<file path="src/rtl/fb_pkg.sv">
// Shared frame-buffer definitions: default geometry and the unpacker state encoding.
// The frame-buffer writer imports the same package.
package fb_pkg;

    localparam int unsigned FRAME_BYTES_DEF = 5100;
    localparam int unsigned IMG_W_DEF       = 240;

    typedef enum logic [2:0] {
        S_IDLE  = 3'd0,
        S_READ  = 3'd1,
        S_LATCH = 3'd2,
        S_EMIT  = 3'd3,
        S_DONE  = 3'd4
    } unpack_state_e;

    function automatic int unsigned img_rows(input int unsigned frame_bytes,
                                             input int unsigned img_w);
        return (frame_bytes * 8) / img_w;
    endfunction

endpackage

</file>
<file path="src/rtl/pixel_8_unpack_if.sv">
// Frame-buffer read port plus pixel stream of the 1-bpp unpacker.
// The master modport is the unpacker side.
interface pixel_8_unpack_if
    import fb_pkg::*;
#(
    parameter int unsigned FRAME_BYTES = FRAME_BYTES_DEF,
    parameter int unsigned IMG_W       = IMG_W_DEF
);
    localparam int unsigned AW = $clog2(FRAME_BYTES);
    localparam int unsigned XW = $clog2(IMG_W);
    localparam int unsigned YW = $clog2(img_rows(FRAME_BYTES, IMG_W));

    logic          start;
    logic          re;
    logic [AW-1:0] rAddr;
    logic [7:0]    rData;
    logic          pix_valid;
    logic          pix_ready;
    logic [7:0]    pix_data;
    logic [XW-1:0] pix_x;
    logic [YW-1:0] pix_y;
    logic          pix_last;
    logic          busy;
    logic          frame_done;

    modport master (
        input  start, rData, pix_ready,
        output re, rAddr, pix_valid, pix_data, pix_x, pix_y, pix_last, busy, frame_done
    );

    modport slave (
        output start, rData, pix_ready,
        input  re, rAddr, pix_valid, pix_data, pix_x, pix_y, pix_last, busy, frame_done
    );

endinterface

</file>
<file path="src/rtl/pixel_xy_counter.sv">
// Raster position counter: x runs 0..IMG_W-1, then y advances; y wraps after the
// last row so the count stays inside its field for any geometry.
module pixel_xy_counter #(
    parameter int unsigned IMG_W = 240,
    parameter int unsigned IMG_H = 170,
    localparam int unsigned XW = $clog2(IMG_W),
    localparam int unsigned YW = $clog2(IMG_H)
) (
    input  logic          clk,
    input  logic          reset,
    input  logic          clear,
    input  logic          advance,
    output logic [XW-1:0] x,
    output logic [YW-1:0] y
);

    localparam logic [XW-1:0] X_LAST = XW'(IMG_W - 1);
    localparam logic [YW-1:0] Y_LAST = YW'(IMG_H - 1);

    always_ff @(posedge clk or posedge reset) begin
        if (reset) begin
            x <= '0;
            y <= '0;
        end else if (clear) begin
            x <= '0;
            y <= '0;
        end else if (advance) begin
            if (x == X_LAST) begin
                x <= '0;
                y <= (y == Y_LAST) ? '0 : y + 1'b1;
            end else begin
                x <= x + 1'b1;
            end
        end
    end

endmodule

</file>
<file path="src/rtl/pixel_8_unpack.sv">
// Reads a packed 1-bpp frame byte by byte from a synchronous RAM and emits one
// 8-bit pixel per bit (LSB first) over a valid/ready stream with raster position.
module pixel_8_unpack
    import fb_pkg::*;
#(
    parameter int unsigned FRAME_BYTES = FRAME_BYTES_DEF,
    parameter int unsigned IMG_W       = IMG_W_DEF
) (
    input logic              clk,
    input logic              reset,
    pixel_8_unpack_if.master bus
);

    localparam int unsigned IMG_H = img_rows(FRAME_BYTES, IMG_W);
    localparam int unsigned AW    = $clog2(FRAME_BYTES);
    localparam int unsigned XW    = $clog2(IMG_W);
    localparam int unsigned YW    = $clog2(IMG_H);

    localparam logic [AW-1:0] LAST_ADDR = AW'(FRAME_BYTES - 1);

    unpack_state_e state;
    logic [AW-1:0] raddr;
    logic [7:0]    shreg;
    logic [2:0]    bit_cnt;
    logic          handshake;
    logic          xy_clear;
    logic [XW-1:0] xpos;
    logic [YW-1:0] ypos;

    assign handshake = (state == S_EMIT) && bus.pix_ready;
    assign xy_clear  = (state == S_IDLE) && bus.start;

    always_ff @(posedge clk or posedge reset) begin
        if (reset) begin
            state   <= S_IDLE;
            raddr   <= '0;
            shreg   <= '0;
            bit_cnt <= '0;
        end else begin
            case (state)
                S_IDLE: begin
                    if (bus.start) begin
                        raddr   <= '0;
                        bit_cnt <= '0;
                        state   <= S_READ;
                    end
                end
                S_READ: begin
                    state <= S_LATCH;
                end
                S_LATCH: begin
                    // RAM data for the address issued in READ is valid this cycle.
                    shreg   <= bus.rData;
                    bit_cnt <= '0;
                    state   <= S_EMIT;
                end
                S_EMIT: begin
                    if (bus.pix_ready) begin
                        if (bit_cnt != 3'd7) begin
                            bit_cnt <= bit_cnt + 1'b1;
                        end else if (raddr != LAST_ADDR) begin
                            raddr <= raddr + 1'b1;
                            state <= S_READ;
                        end else begin
                            state <= S_DONE;
                        end
                    end
                end
                S_DONE: begin
                    raddr <= '0;
                    state <= S_IDLE;
                end
                default: begin
                    state <= S_IDLE;
                end
            endcase
        end
    end

    pixel_xy_counter #(
        .IMG_W (IMG_W),
        .IMG_H (IMG_H)
    ) u_xy (
        .clk     (clk),
        .reset   (reset),
        .clear   (xy_clear),
        .advance (handshake),
        .x       (xpos),
        .y       (ypos)
    );

    always_comb begin
        bus.re         = (state == S_READ);
        bus.rAddr      = raddr;
        bus.pix_valid  = (state == S_EMIT);
        bus.pix_data   = shreg[bit_cnt] ? 8'hFF : 8'h00;
        bus.pix_x      = xpos;
        bus.pix_y      = ypos;
        bus.pix_last   = (state == S_EMIT) && (raddr == LAST_ADDR) && (bit_cnt == 3'd7);
        bus.busy       = (state != S_IDLE);
        bus.frame_done = (state == S_DONE);
    end

endmodule
</file>
<file path="src/flat_wrapper.sv">
// flat-port wrapper written by rule: the top's interface ports become plain ports
module pixel_8_unpack_flat import fb_pkg::*;
#(
    parameter int unsigned FRAME_BYTES = FRAME_BYTES_DEF,
    parameter int unsigned IMG_W       = IMG_W_DEF
)
  (clk, reset, bus_start, bus_rData, bus_pix_ready, bus_re, bus_rAddr, bus_pix_valid, bus_pix_data, bus_pix_x, bus_pix_y, bus_pix_last, bus_busy, bus_frame_done);
  pixel_8_unpack_if #(.FRAME_BYTES(FRAME_BYTES), .IMG_W(IMG_W)) bus_i ();
  input logic clk;
  input logic reset;
  input wire logic [$bits(bus_i.start)-1:0] bus_start;
  input wire logic [$bits(bus_i.rData)-1:0] bus_rData;
  input wire logic [$bits(bus_i.pix_ready)-1:0] bus_pix_ready;
  output wire logic [$bits(bus_i.re)-1:0] bus_re;
  output wire logic [$bits(bus_i.rAddr)-1:0] bus_rAddr;
  output wire logic [$bits(bus_i.pix_valid)-1:0] bus_pix_valid;
  output wire logic [$bits(bus_i.pix_data)-1:0] bus_pix_data;
  output wire logic [$bits(bus_i.pix_x)-1:0] bus_pix_x;
  output wire logic [$bits(bus_i.pix_y)-1:0] bus_pix_y;
  output wire logic [$bits(bus_i.pix_last)-1:0] bus_pix_last;
  output wire logic [$bits(bus_i.busy)-1:0] bus_busy;
  output wire logic [$bits(bus_i.frame_done)-1:0] bus_frame_done;
  assign bus_i.start = bus_start;
  assign bus_i.rData = bus_rData;
  assign bus_i.pix_ready = bus_pix_ready;
  assign bus_re = bus_i.re;
  assign bus_rAddr = bus_i.rAddr;
  assign bus_pix_valid = bus_i.pix_valid;
  assign bus_pix_data = bus_i.pix_data;
  assign bus_pix_x = bus_i.pix_x;
  assign bus_pix_y = bus_i.pix_y;
  assign bus_pix_last = bus_i.pix_last;
  assign bus_busy = bus_i.busy;
  assign bus_frame_done = bus_i.frame_done;
  pixel_8_unpack #(.FRAME_BYTES(FRAME_BYTES), .IMG_W(IMG_W)) u_core (.clk(clk), .reset(reset), .bus(bus_i));
endmodule
</file>
<file path="config.mk">
export PLATFORM = sky130hd
export DESIGN_NAME = pixel_8_unpack_flat
export DESIGN_NICKNAME = d
export VERILOG_FILES = /design/src/rtl/fb_pkg.sv /design/src/rtl/pixel_8_unpack_if.sv /design/src/rtl/pixel_xy_counter.sv /design/src/rtl/pixel_8_unpack.sv /design/src/flat_wrapper.sv
export SDC_FILE = /design/constraint.sdc
export NUM_CORES = 1
export LEC_CHECK = 0
export CORE_MARGIN = 2
export CORE_UTILIZATION = 55
export DETAILED_ROUTE_END_ITERATION = 10
export GPL_TIMING_DRIVEN = 0
export PLACE_DENSITY = 0.87
export SYNTH_ARGS = -nofsm -noshare
export SYNTH_HDL_FRONTEND = slang
export SYNTH_HIERARCHICAL = 1
export SYNTH_SLANG_ARGS = --single-unit
</file>
<file path="constraint.sdc">
create_clock -name clk -period 5.57 [get_ports clk]
set_clock_uncertainty 0.05 [all_clocks]
set_input_delay 1.671 -clock clk [delete_from_list [all_inputs] [get_ports clk]]
set_output_delay 1.671 -clock clk [all_outputs]
set_load 0.01 [all_outputs]
</file>
======== Word-level counts from Yosys, hierarchy flattened ========
Index checks and enable logic that the tools add are counted.
word-level totals
  flip-flop bits (word level) ............. 43
  bits of input ports ..................... 12
  output and inout bits ................... 42
operators by class
  add/sub/neg operators ................... 4
  magnitude comparators ................... 1
  eq/ne operators ......................... 15
  multiplexer cells ....................... 24
  reduce and logical (&&, ||, !) cells .... 14
operators with widths
  kind                                                 number
  two-way mux 8 bit                                    8
  two-way mux 13 bit                                   4
  case mux 13 bit (3 select lines)                     1
  two-way mux 3 bit                                    7
  adder 8 x 1 -> 8 bit (second input constant)         2
  == test 8 bit (second input constant)                2
  adder 13 x 1 -> 13 bit (second input constant)       1
  == test 13 bit (second input constant)               1
  != test 13 bit (second input constant)               1
  case mux 3 bit (4 select lines)                      1
  case mux 3 bit (3 select lines)                      1
  nonzero test 3 bit                                   3
  == test 3 x 2 -> 1 bit (second input constant)       2
  == test 3 bit (second input constant)                2
  != test 2 bit (second input constant)                3
  AND reduction 5 bit                                  1
  logical AND 1 bit                                    4
  < comparator 3 x 4 -> 1 bit (second input constant)  1
  != test 2 x 1 -> 1 bit (second input constant)       2
  AND reduction 4 bit                                  1
  nonzero test 2 bit                                   2
  adder 3 x 1 -> 3 bit (second input constant)         1
  binary-select mux 1 bit (select 3 bit)               1
  == test 3 x 1 -> 1 bit (second input constant)       1
  other kinds (5)                                      5

======== Depth between registers and ports, before layout ========
Gate-level depths: netlist of the first run.
  depth after elaboration ................. 5
  depth in mapped cells ................... 11
  gate-level depth less buffers ........... 7

======== Cells and area by module ========
The synthesis of the first run kept the hierarchy.
modules (own cells, without submodules)
  module            instances  cells an instance  area an instance (µm²)
  pixel_8_unpack    1          161                1591.5
  pixel_xy_counter  1          90                 874.6

======== Worst setup path before layout of the first run ========
No wires, ideal clock.
  kind .................................... register -> output
  start point ............................. register u_core.raddr[10], in the netlist u_core/bus.rAddr[10]
  end point ............................... output bus_pix_last
  arrival ................................. 1.826 ns
  slack ................................... 2.023 ns
  stages on the path, launching flop included .. 5
  buffers on the path ..................... 1
  cell sequence ........................... dfrtp_1 -> or4_4 -> or4_4 -> buf_6 -> nor2_1
between the ends
  cells in the longest elaborated chain, start to end .. 3
ends and longest elaborated chain
  item                             RTL line              text
  start, declared                  pixel_8_unpack.sv:22  logic [AW-1:0] raddr;
  start signal, assigned           pixel_8_unpack.sv:62  raddr <= raddr + 1'b1;
  == test 13 bit                   pixel_8_unpack.sv:99  bus.pix_last = (state == S_EMIT) && (raddr == LAST_ADDR) && (bit_cnt == 3'd7);
  logical AND 1 bit (2 in series)  pixel_8_unpack.sv:99
  end, declared                    flat_wrapper.sv:20    output wire logic [$bits(bus_i.pix_last)-1:0] bus_pix_last;
Every way passes these cells.

======== Final worst setup path of the first run ========
  start point ............................. register u_core.raddr[11], in the netlist u_core/bus.rAddr[11]
  end point ............................... output bus_pix_last
The elaborated chain is that of the path after synthesis.

==> results of run 1 <==
[routing by layer]
metal | up-vias | part of all wire | track usage
li1 | 1027 | - | -
met1 | 1068 | 0.45 | 0.344
met2 | 102 | 0.47 | 0.383
met3 | 10 | 0.067 | 0.0556
met4 | 0 | 0.014 | 0.0818
met5 | - | 0 | 0
[through the flow]
| stage | setup slack, ns | cells | hold WS [ns] |
|---|---|---|---|
| 2_1_floorplan | 2.02 | 251 | 0.402 |
| 3_3_place_gp | 1.50 | 356 | 0.413 |
| 3_5_place_dp | 1.48 | 356 | 0.432 |
| 4_1_cts | 1.15 | 363 | 0.460 |
| 5_1_grt | 1.10 | 363 | 0.474 |
| 6_report | 1.18 | 363 | 0.453 |
[cell type report]
cell class	count	area (sq um)	area share
well taps	52	65.1	0.0206
multi-input cells	177	1220	0.386
repair buffers	53	531	0.168
plain buffers	19	123	0.0388
clock inverters	1	30.0	0.00949
inverters	12	45.0	0.0142
clock buffers	6	72.6	0.0229
flip-flops and latches	43	1080	0.340
[Yosys cell counts, drive strengths merged, types with 2 or more instances]
cell type	count
dfrtp	43
o21ai	11
and4	4
nor4	2
and2	4
nand4b	2
clkbuf	6
inv	12
mux2i	3
and3	7
o2111ai	2
mux2	10
a21oi	9
nand4	2
nand2	19
ha	6
o31ai	14
o21bai	2
xnor2	4
a31oi	4
mux4	2
or2	2
buf	13
or3	4
or4	5
nor3	7
xor2	3
nor2	21
nand3	16
[worst max path at each step]
stage,to,cells past startpoint
2_1_floorplan,bus_pix_last,4
3_3_place_gp,bus_pix_last,5
3_5_place_dp,bus_pix_last,5
4_1_cts,bus_pix_last,5
5_1_grt,bus_pix_last,5
6_report,bus_pix_last,5
[report_power, final]
| part | leakage [nW] | internal [W] | switching [W] | total (W) |
|---|---|---|---|---|
| logic | 0.733 | 0.000369 | 0.000256 | 0.000625 |
| registers | 0.548 | 0.000390 | 0.0000776 | 0.000467 |
| clock network | 0.0513 | 0.000131 | 0.0000984 | 0.000230 |
| total | 1.33 | 0.000890 | 0.000432 | 0.00132 |
[kinds of logic (layout without fill, tap and decap cells)]
logic type,Yosys count,count (layout)
XOR/XNOR,7,7
flip-flops,43,43
AND/OR/NAND/NOR,99,99
adder cells (fa/ha/maj),6,6
buffers and inverters,31,91
multiplexers,15,15
AO/OA/AOI/OAI,50,50
[critical path, delay by kind of cell (launching register included)]
kind          cells  cell delay, ns
simple gates      3            1.24
buf+inv           2            0.70
flops             1            0.45
[state kept, by name, summed over array words and instances, names as in the netlist]
| register | count |
|---|---|
| u_core/state | 3 |
| u_core/bit_cnt | 3 |
| u_core/shreg | 8 |
| u_core/u_xy/x | 8 |
| u_core/u_xy/y | 8 |
| u_core/bus.rAddr | 13 |
==> results.txt, run 1 <==
status: completed
Worst-Margin Slew: 1.05 ns
DRT iter0 DRCs: 134
max cap viols: 0
Yosys top cell area share: 0.436
Final ANT Viol Nets: 0
HPWL after DPL: 4120 microns
FFs w/ async S/R, synth: 1.00
CP endpoint kind: primary output
Num CTS Buffers: 5
starting density of the core: 0.570
Synth Area in XOR/XNOR: 0.0249
ys flop type: dfrtp_1
Residual DRC: 0
cells after synthesis: 251
initial antenna violation count: 0
final setup vio count: 0
adder-cell share of the synthesized area: 0.0304
Post-CTS Resized: 0
Critical R2R Capture: u_core/u_xy/y[0]
CP startpoint: u_core/bus.rAddr[11]
WP data arrival: 2.67 ns
CP Max Fanout: 6
Filler Cell Count: 330
RSZ-0062 raised after global routing: false
most used cell, CP: or4_4
die area: 5040 sq um
library cells used by synthesis: 54
DR vias: 2207
final instance area: 3160 sq um
HP Class: reg2reg
clock latency on the worst-skew pair: 0.29 ns
critical path, cell by cell: or4_4 -> or4_4 -> buf_6 -> nor2_1 -> clkdlybuf4s50_1
flops & latches, synth: 43
Pwr Density: 418 nW/um^2
post-route minimum period: 4.39 ns
Critical Path RT: 3.85 ns
worst r2r src: u_core/state[0]
CP peak stage delay: 0.57 ns
HP Start: u_core/shreg[6]
DR WL/cell: 16.0 microns
Die Y: 71.0 microns
Synth Area per Inst: 9.83 sq um
core area: 4320 sq um
fin util: 0.732
Hold Path End: u_core/shreg[6]
DR pass1 iterations: 4
main combinational cell family by area after synthesis: simple AND/OR/NAND/NOR gates
placed cell area: 3060 sq um
Slew Limit Fails: 0
EDFF count, synth: 0
syn_nets: 269
Hold Crit Depth: 1
Clock transition at path regs: 0.08 ns
YS warnings: 6
cts hold-fix bufs: 0
Final Hold Vio Count: 0
number of diodes: 0
Synth Area in Compound Gates: 0.139
simple-gate share of the synthesized area: 0.226
Die Width: 71.0 microns
synthesized area: 2470 sq um
first-pass GRT wire length: 9960 microns
FF-to-FF path depth: 11
commonest non-fill, non-tap cell in the layout: clkdlybuf4s50_1
clk buf depth: 2
vias in the first global route: 2109
I/O Pins: 54
total congestion overflow: 0
final WL: 5810 microns
most frequent cells in the layout: clkdlybuf4s50_1 (53), dfrtp_1 (43), nor2_1 (21)
CTS tree: done
H-tree depth: 2
root buffer cell: clkbuf_8
std cell rows: 24
post-synthesis mux area share: 0.0761
layout cells sized above 1: 0.103
largest net degree at the start of global routing: 28
fin nets: 329
synthesis-to-layout area growth: 28.3%
Final Power: 0.00132 W
Max VDD drop: 0.214 mV
critical path launch point type: register
gpl congestion: 0.895
setup_tns: 0 ns
final worst-path cycle share: 0.789
Max-slew headroom: 0.301
register area share after synthesis: 0.436
Slowest-stage cell, CP: or4_4
cell taking the most area after synthesis: dfrtp_1
top cells by area, synth: dfrtp_1 (44%), o31ai_1 (4.3%), mux2_1 (3.7%)
CTS sink count: 43
CP Class: reg2out
worst reg2reg setup slack: 2.65 ns
Via density: 6.08
gr usage total: 0.246
I/O Buffers: 53
Leakage: 1.33 nW
number of post-CTS setup repair buffers: 0
max frequency: 228 MHz
No activity file was read; power rests on OpenSTA's default activity.
==> run 2, diff against run 1 <==
CORE_UTILIZATION = 51   (was 55)
PLACE_DENSITY = 0.81   (was 0.87)
clock period = 4.32 ns   (was 5.57 ns; I/O delays follow)
==> results.txt, run 2 (synthesis gave the netlist of run 1 again) <==
Final Hold Vio Count: 0
HP Class: reg2reg
layout cells sized above 1: 0.109
number of diodes: 0
Filler Cell Count: 391
setup_tns: 0 ns
die area: 5410 sq um
HPWL after DPL: 4060 microns
commonest non-fill, non-tap cell in the layout: clkdlybuf4s50_1
gpl congestion: 0.852
fin nets: 329
Max-slew headroom: 0.294
Die Y: 73.5 microns
final WL: 5780 microns
Largest register FFs: 13
total congestion overflow: 0
synthesis-to-layout area growth: 29.0%
CP Class: reg2out
number of post-CTS setup repair buffers: 0
pre-CTS WS: 0.639 ns
largest net degree at the start of global routing: 28
CP Max Fanout: 9
Final ANT Viol Nets: 0
I/O Pins: 54
Worst-Margin Slew: 1.06 ns
hold slack: 0.440 ns
DR pass1 iterations: 5
clk buf depth: 2
CP endpoint kind: primary output
clock latency on the worst-skew pair: 0.29 ns
CTS sink count: 43
Die Width: 73.5 microns
status: completed
critical path launch point type: register
I/O Buffers: 53
Via density: 5.96
final setup vio count: 0
final worst-path cycle share: 0.933
root buffer cell: clkbuf_8
H-tree depth: 2
max frequency: 248 MHz
Slew Limit Fails: 0
RSZ-0062 raised after global routing: false
Clock transition at path regs: 0.08 ns
std cell rows: 25
starting density of the core: 0.526
Num CTS Buffers: 5
DRT iter0 DRCs: 186
Pwr Density: 543 nW/um^2
Residual DRC: 0
Max VDD drop: 0.312 mV
DR vias: 2182
Post-CTS Resized: 0
core area: 4690 sq um
cts hold-fix bufs: 0
first-pass GRT wire length: 9540 microns
Final WS setup: 0.289 ns
CTS tree: done
worst reg2reg setup slack: 1.40 ns
Leakage: 1.34 nW
WP data arrival: 2.69 ns
Critical Path RT: 2.97 ns
post-route minimum period: 4.03 ns
initial antenna violation count: 0
vias in the first global route: 1986
most frequent cells in the layout: clkdlybuf4s50_1 (53), dfrtp_1 (43), nor2_1 (21)
max cap viols: 0
gr usage total: 0.226
DR WL/cell: 15.8 microns
-- run 2: layout make-up --
cell class              instances  area (sq um)  area share
repair buffers                 53           531       0.167
clock inverters                 2          35.0      0.0110
inverters                      12          45.0      0.0142
clock buffers                   6          82.6      0.0260
multi-input cells             177          1220       0.384
plain buffers                  19           123      0.0385
well taps                      54          67.6      0.0212
flip-flops and latches         43          1080       0.338
-- run 2: worst paths after layout --
check,start,to,depth (start not counted)
max,u_core/bus.rAddr[2],bus_pix_last,5
min,u_core/shreg[7],u_core/shreg[7],1
max reg2reg,u_core/state[0],u_core/u_xy/y[2],10
min reg2reg,u_core/shreg[7],u_core/shreg[7],1
max in group asynchronous,reset,u_core/state[2],2
min in group asynchronous,reset,u_core/u_xy/y[5],2
-- run 2: worst max-delay path: stages (launching register included) --
cell             delay [ns]
dfrtp_1                0.49
or4_4                  0.54
or4_4                  0.52
buf_6                  0.15
nor2_1                 0.14
clkdlybuf4s50_1        0.56
-- run 2: per-layer routing --
metal  vias up  track usage  wire, microns
li1       1027            -              -
met1      1052        0.328           2630
met2        96        0.344           2720
met3         7       0.0480            357
met4         0       0.0626             66
met5         -            0              0
-- run 2: report_power, final --
part / leakage (nW) / switching [W] / internal (W) / total, W
clock network: 0.0612 / 0.000134 / 0.000187 / 0.000321
logic: 0.733 / 0.000329 / 0.000476 / 0.000804
registers: 0.548 / 0.000101 / 0.000502 / 0.000603
-- run 2: per-stage QoR --
stage	util	cells	total power (W)	cell area, sq um
floorplan	-	251	0.00106	2470
global placement	0.653	358	0.00139	3060
detailed placement	0.653	358	0.00142	3060
CTS	0.678	366	0.00174	3180
global route	0.678	366	0.00186	3180
finish	0.678	366	0.00173	3180
==> run 3, diff against run 2 <==
SKIP_CTS_REPAIR_TIMING = 1   (was not set)
==> results of run 3 <==
Final layout, timing and power as in run 2 (identical DEF).
